===== src/rtl/clause_queue.sv =====
// rtl/clause_queue.sv - per-engine FWFT clause FIFO between the clause arbiter and the BCP engine
module clause_queue #(
   parameter int CLAUSE_WIDTH    = 4,
   parameter int ELEMENT_BIT_CNT = 11,
   parameter int DEPTH           = 8,
   parameter int SKID            = 1
) (
   input  logic                                      clock,
   input  logic                                      reset,
   input  logic                                      push_in,
   input  logic [CLAUSE_WIDTH*ELEMENT_BIT_CNT-1:0]   clause_in,
   input  logic                                      pop_in,
   input  logic                                      flush_in,
   output logic [CLAUSE_WIDTH*ELEMENT_BIT_CNT-1:0]   clause_out,
   output logic                                      valid_out,
   output logic                                      full_out,
   output logic [$clog2(DEPTH):0]                    count_out,
   output logic                                      overflow_out
);

   localparam int AW = $clog2(DEPTH);
   localparam int DW = CLAUSE_WIDTH * ELEMENT_BIT_CNT;
   localparam logic [AW:0] DEPTH_LVL = (AW+1)'(DEPTH);
   localparam logic [AW:0] FULL_LVL  = (AW+1)'(DEPTH - SKID);

   logic [DW-1:0] mem [DEPTH];
   logic [AW-1:0] wr_ptr, rd_ptr, wr_ptr_nxt, rd_ptr_nxt;
   logic [AW:0]   count, count_nxt;
   logic          overflow, overflow_nxt;
   logic          is_empty, is_full, do_push, do_pop;

   // Decide effective push/pop and compute next pointer, count and sticky overflow.
   // Flush wins over push/pop; a full queue accepts a push only alongside a real pop.
   always_comb begin
      is_empty     = (count == '0);
      is_full      = (count == DEPTH_LVL);
      do_pop       = pop_in && !is_empty && !flush_in;
      do_push      = push_in && (!is_full || do_pop) && !flush_in;
      wr_ptr_nxt   = wr_ptr;
      rd_ptr_nxt   = rd_ptr;
      count_nxt    = count;
      overflow_nxt = overflow | (push_in && is_full && !do_pop && !flush_in);
      if (flush_in) begin
         wr_ptr_nxt = '0;
         rd_ptr_nxt = '0;
         count_nxt  = '0;
      end else begin
         if (do_push) wr_ptr_nxt = wr_ptr + AW'(1);
         if (do_pop)  rd_ptr_nxt = rd_ptr + AW'(1);
         case ({do_push, do_pop})
            2'b10:   count_nxt = count + (AW+1)'(1);
            2'b01:   count_nxt = count - (AW+1)'(1);
            default: count_nxt = count;
         endcase
      end
   end

   // Control state register; overflow survives flush and clears only on reset.
   always_ff @(posedge clock) begin
      if (!reset) begin
         wr_ptr   <= '0;
         rd_ptr   <= '0;
         count    <= '0;
         overflow <= 1'b0;
      end else begin
         wr_ptr   <= wr_ptr_nxt;
         rd_ptr   <= rd_ptr_nxt;
         count    <= count_nxt;
         overflow <= overflow_nxt;
      end
   end

   // Entry storage; contents are don't-care after reset so no clear is needed.
   always_ff @(posedge clock) begin
      if (reset && do_push) mem[wr_ptr] <= clause_in;
   end

   // Outputs are derived from registered state only, so full_out has no path from push_in.
   assign valid_out    = !is_empty;
   assign count_out    = count;
   assign full_out     = (count >= FULL_LVL);
   assign overflow_out = overflow;
   assign clause_out   = valid_out ? mem[rd_ptr] : '0;

endmodule


===== config.mk =====
export PLATFORM = sky130hd
export DESIGN_NAME = clause_queue
export DESIGN_NICKNAME = d
export VERILOG_FILES = /design/src/rtl/clause_queue.sv
export SDC_FILE = /design/constraint.sdc
export NUM_CORES = 1
export LEC_CHECK = 0
export CORE_MARGIN = 2
export CORE_UTILIZATION = 45
export CTS_BUF_LIST = sky130_fd_sc_hd__clkbuf_16
export DETAILED_ROUTE_END_ITERATION = 8
export PLACE_DENSITY = 0.7
export SLEW_MARGIN = 30
export SYNTH_ARGS = -nofsm -noshare
export SYNTH_HDL_FRONTEND = slang
export SYNTH_SLANG_ARGS = --single-unit

===== constraint.sdc =====
create_clock -name clock -period 14.1 [get_ports clock]
set_clock_uncertainty 0.15 [all_clocks]
set_input_delay 1.41 -clock clock [delete_from_list [all_inputs] [get_ports clock]]
set_output_delay 1.41 -clock clock [all_outputs]
set_load 0.01 [all_outputs]

Word-level counts from Yosys, hierarchy flattened
Memory sizes are Yosys's and may differ from the RTL's. A register that Yosys moved wholly into a read port is not among the register bits.
Cells that the tools add are included.
{"block": "op_classes", "mux": 6, "add_sub_neg": 4, "eq_ne": 3, "order_cmp": 1, "bitwise": 2, "n_reduce_logical": 16}
{"operator": "$mux 44", "n": 1}
{"operator": "$logic_and 1x1->1", "n": 8}
{"operator": "$pmux 4 s2", "n": 1}
{"operator": "$add 3x1->3 const B", "n": 2}
{"operator": "$mux 3", "n": 2}
{"operator": "$add 4x1->4 const B", "n": 1}
{"operator": "$eq 4x4->1 const B", "n": 1}
{"operator": "$ge 4x3->1 const B", "n": 1}
{"operator": "$logic_not 1->1", "n": 4}
{"operator": "$logic_not 4->1", "n": 1}
{"operator": "$sub 4x1->4 const B", "n": 1}
{"operator": "$eq 2x1->1 const B", "n": 1}
{"operator": "$eq 2x2->1 const B", "n": 1}
{"operator": "$mux 1", "n": 2}
{"operator": "$reduce_bool 2->1", "n": 1}
{"operator": "$reduce_or 2->1", "n": 1}
{"operator": "$logic_or 1x1->1", "n": 1}
{"operator": "$not 1->1", "n": 1}
{"operator": "$or 1x1->1", "n": 1}
{"block": "totals", "in_bits": 49, "ram_bits": 352, "out_inout_bits": 51, "memories": 1, "word_cells": 37, "regBits": 11}
{"memory": "mem", "words": 8, "width": 44, "read_ports": 1, "rd_clocked_by_memory_dff": 1, "wr": 1, "line": "26", "text": "logic [DW-1:0] mem [DEPTH];"}

Depth between registers and ports, before layout
{"block": "depth", "ltp_word": 10, "depth_mapped": 12, "depth_no_buf": 11}

Worst setup path after synthesis
OpenSTA, ideal clock, no wires.
{"block": "synth_path", "path_type": "input to register", "from": "input port flush_in", "to": "memory mem[6][0] (netlist name) (enable)", "t_required_ns": 13.450, "path_stages": 4, "slack_ns": 8.365, "arrival_time_ns": 5.085, "setup_ns": 0.500, "n_path_buf": 0, "cell_sequence": "nand2b_1 > a31oi_4 > nand2_1 > nor3_1"}
{"block": "synth_via", "elab_chain_cells": 8}
{"element": "start, declared", "line": "13", "text": "input logic flush_in,"}
{"element": "$logic_not 1->1 *", "line": "37, 38"}
{"element": "$logic_and 1x1->1", "line": "37", "text": "do_pop = pop_in && !is_empty && !flush_in;"}
{"element": "$logic_or 1x1->1", "line": "38", "text": "do_push = push_in && (!is_full || do_pop) && !flush_in;"}
{"element": "$logic_and 1x1->1", "line": "38"}
{"element": "$logic_and 1x1->1 *", "line": "38"}
{"element": "$logic_and 1x1->1 *", "line": "75", "text": "if (reset && do_push) mem[wr_ptr] <= clause_in;"}
{"element": "$mux 1 *", "line": "75"}
{"element": "$mux 1 (not written as such) *", "line": "75"}
{"element": "end, declared", "line": "26"}
Mark *: on every way between the ends. The rest lies on a longest branch, timed or not.

==> results.txt <==
The die is 181.2 um wide. The run finished with clean final reports. The number of H-tree levels came out at 2. The pin count of the biggest net entering global routing is 57. The total iterations of the first detailed-routing run came out at 4. The mapped cell area is 0.01413 mm2.

The min-delay analysis places its worst path in the category reg2reg. The number of buffers inserted by post-CTS setup repair came out at 0. The area of the die came out at 0.03284 mm2.

The commonest cells after synthesis are sky130_fd_sc_hd__edfxtp_1 (352), sky130_fd_sc_hd__mux4_2 (88), sky130_fd_sc_hd__nor2_1 (57), sky130_fd_sc_hd__mux2i_1 (46), sky130_fd_sc_hd__dfxtp_1 (14). Across the run, the number of max-cap violations was 0. Synthesis inferred 366 register bits.

The total routed wirelength came out at 27710 um. The power share of the clock group is 41.7%. The share of layout cells above drive strength 1 came out at 21.20%. For the worst setup path, the data required time is 12.54 ns. For this run, the leading register cell type out of synthesis is sky130_fd_sc_hd__edfxtp_1. TritonCTS built the clock tree. The detailed placement HPWL came out at 14380 um. Counting distinct cell types in the post-synthesis netlist gives 37.

The die height came out at 181.2 um. The startpoint identified for the worst register-to-register timing path is count_out[0]. Setup repair after global routing left no endpoint under its margin. The proportion of synthesized flip-flops having asynchronous set or reset came out at 0%. The relative contribution of combinational cells to total power is 2.9%. The number of setup violations in the final report came out at 0. The share of the clock period used by the worst path after layout came out at 35.71%.

The top-level port count is 100. Counting I/O delays and the setup requirement, the final critical path takes 5.035 ns. The maximum vdd drop came out at 0.09849 mV.

The highest net fanout along the worst path came out at 56. The number of buffers created by CTS is 35. The maximum root-to-sink buffer count came out at 3.

Summed over all cells, the static leakage comes to 5.042 nW. The floorplan has 64 rows. The count of flip-flops with a built-in enable after synthesis came out at 352. The count of antenna-violating nets left after detailed routing came out at 0. From synthesis to final layout, the design area changed by 18.21%.

The root buffer cell chosen for the clock tree is sky130_fd_sc_hd__clkbuf_16. Dividing the detail-routed wire length by the instance count gives 23.45 um. The instance area after placement came out at 0.01557 mm2. For the pin with the worst max-slew slack, the measured transition is 0.8775 ns.

The top cell type's share of synthesized area came out at 74.80%. The first-pass GRT wire length is 41720 um. The insertion delay to the later sink of the worst-skew pair is 0.51 ns.

STA classifies the critical path endpoint as a primary output. The maximum clock rate came out at 0.1986 GHz. The total via count in the routed design is 6532. Summing all non-filler instances in the final layout gives an area of 0.01670 mm2. The number of buffers inserted by hold repair at cts is 0. The sum of negative setup slack came out at 0 ns. Internal power comes to 1.752 mW. The number of port buffers is 99. The post-synthesis average cell area came out at 21.84 um2. The count of cells resized by post-cts repair is 0. The gate count of the mapped netlist came out at 647.

By startpoint and endpoint, the worst setup path is classified as reg2out. After detailed routing, the number of vias per cell comes to 5.526. The via count of the first global-routing pass is 7015. The total count of hold-check failures in the final report was 0. The number of antenna violations at the first check in global routing is 3. The clock sink count came out at 366. STA classifies the critical path startpoint as a flip-flop.

In this run the worst setup path terminates at clause_out[39]. The aggregate global routing overflow came out at 0. For this run, design rule violations remaining after detail routing come to 0.

The cell with the most instances after synthesis is sky130_fd_sc_hd__edfxtp_1. The detailed router finished its first iteration with 526 violations. For the worst setup path, the data arrival time is 3.48 ns. Sequential elements use 76.78% of the synthesized area. The number of max-slew violations in the final report is 0.

The worst relative slew slack is 41.36%. The internal reg-to-reg setup slack is 10.90 ns. The congestion estimate from routability-driven global placement came to 0.6826. Of all cell types, the one taking the most synthesized area is sky130_fd_sc_hd__edfxtp_1.

The completed layout was analyzed and its total power is 2.163 mW. The area of the placeable core is 0.03075 mm2. The starting density of the core came out at 45.96%. The combined global-route utilization of all metal layers is 17.08%. The final layout net count is 815.

The ratio of total power to cell area is 129.5 mW/mm2. The net count of the mapped netlist is 701. The total net switching power came out at 0.4102 mW. The number of warnings reported in the yosys synthesis log is 0. The relative contribution of sequential cells to total power came out at 55.4%.

Clock-pin slew was measured on the worst setup and hold paths at 0.06 ns. The number of cells on the worst reg-to-reg path is 12. In the post-synthesis netlist, the biggest area contributors are sky130_fd_sc_hd__edfxtp_1 (75%), sky130_fd_sc_hd__mux4_2 (14%), sky130_fd_sc_hd__mux2i_1 (3.3%). Net switching is 18.97% of the power. The endpoint identified for the worst register-to-register timing path is count_out[2].
## per-layer routing
| layer | routed length (um) | global-route usage (%) | vias to the layer above |
|---|---|---|---|
| li1 | - | - | 2886 |
| met3 | 1402 | 3.064 | 52 |
| met5 | 0 | 0 | - |
| met1 | 11350 | 21.72 | 3428 |
| met4 | 660 | 5.561 | 0 |
| met2 | 14300 | 29.89 | 166 |
## registers in the layout, summed over array words and instances (netlist names), named ones only
register / count
wr_ptr: 3
mem: 352
overflow_out: 1
rd_ptr: 3
count_out: 4
## worst min-delay path by stage
stage | slack, ns | depth (start not counted) | from | endpoint
2_1_floorplan | 0.30 | 2 | rd_ptr[1] | flip-flop
3_3_place_gp | 0.35 | 2 | rd_ptr[1] | flip-flop
3_5_place_dp | 0.36 | 2 | rd_ptr[1] | flip-flop
4_1_cts | 0.37 | 2 | rd_ptr[1] | flip-flop
5_1_grt | 0.39 | 2 | rd_ptr[1] | flip-flop
6_report | 0.36 | 2 | rd_ptr[1] | flip-flop
## placed cells by master, fill, tap and decap left out, types with 3 or more instances in the layout
cell	count
sky130_fd_sc_hd__nand2_1	6
sky130_fd_sc_hd__clkbuf_16	37
sky130_fd_sc_hd__mux4_2	88
sky130_fd_sc_hd__xor2_1	5
sky130_fd_sc_hd__inv_1	6
sky130_fd_sc_hd__nand3_1	4
sky130_fd_sc_hd__dfxtp_4	3
sky130_fd_sc_hd__ha_1	5
sky130_fd_sc_hd__a21oi_1	4
sky130_fd_sc_hd__mux2i_1	46
sky130_fd_sc_hd__clkdlybuf4s50_1	99
sky130_fd_sc_hd__nor3_2	5
sky130_fd_sc_hd__clkinv_2	5
sky130_fd_sc_hd__clkinv_1	9
sky130_fd_sc_hd__nand2b_1	4
sky130_fd_sc_hd__buf_4	10
sky130_fd_sc_hd__diode_2	3
sky130_fd_sc_hd__bufinv_16	3
sky130_fd_sc_hd__edfxtp_1	352
sky130_fd_sc_hd__nor2_1	55
sky130_fd_sc_hd__dfxtp_1	11
## area by class of cell
class | instances | area (um2)
Fill cell | 2340 | 14040
Sequential cell | 366 | 10860
Multi-Input combinational cell | 244 | 3127
Timing Repair Buffer | 111 | 1105
Clock buffer | 37 | 925.9
Tap cell | 396 | 495.5
Clock inverter | 22 | 171.4
Inverter | 3 | 11.26
Antenna cell | 3 | 7.507
## logic make-up (layout without fill, tap and decap cells)
| logic type | count (synthesis) | in the layout | synth area share, % |
|---|---|---|---|
| compound gates | 13 | 13 | 0.7526 |
| xor+xnor | 6 | 6 | 0.3719 |
| fa+ha+maj | 5 | 5 | 0.4427 |
| buf+inv | 37 | 173 | 1.461 |
| flops | 366 | 366 | 76.78 |
| mux | 134 | 134 | 17.28 |
| other cells | 0 | 3 | 0 |
| simple gates | 86 | 86 | 2.904 |
## power groups by stage
stage	combinational, mW	sequential [mW]	clock [mW]
finish	0.0634	1.20	0.901
detailed placement	0.0639	1.22	0
floorplan	0.0250	1.22	0
global route	0.0687	1.20	0.961
global placement	0.0612	1.22	0
CTS	0.0644	1.20	0.922
## critical path: stages, from the launching register on
cell,delay [ns]
sky130_fd_sc_hd__dfxtp_4,0.78
sky130_fd_sc_hd__buf_6,0.70
sky130_fd_sc_hd__mux4_2,0.60
sky130_fd_sc_hd__mux2i_1,0.23
sky130_fd_sc_hd__nor2_1,0.07
sky130_fd_sc_hd__clkdlybuf4s50_1,0.50
## per-stage QoR
step	util [%]	hold slack, ns	setup slack [ns]	instances
4_1_cts	54.21	0.3725	8.920	1178
3_5_place_dp	50.64	0.3643	9.461	1119
5_1_grt	54.32	0.3919	8.747	1181
6_report	54.33	0.3620	9.065	1182
3_3_place_gp	50.63	0.3495	9.207	1119
2_1_floorplan	-	0.3041	8.365	647
(Power assumes the default switching activity.)
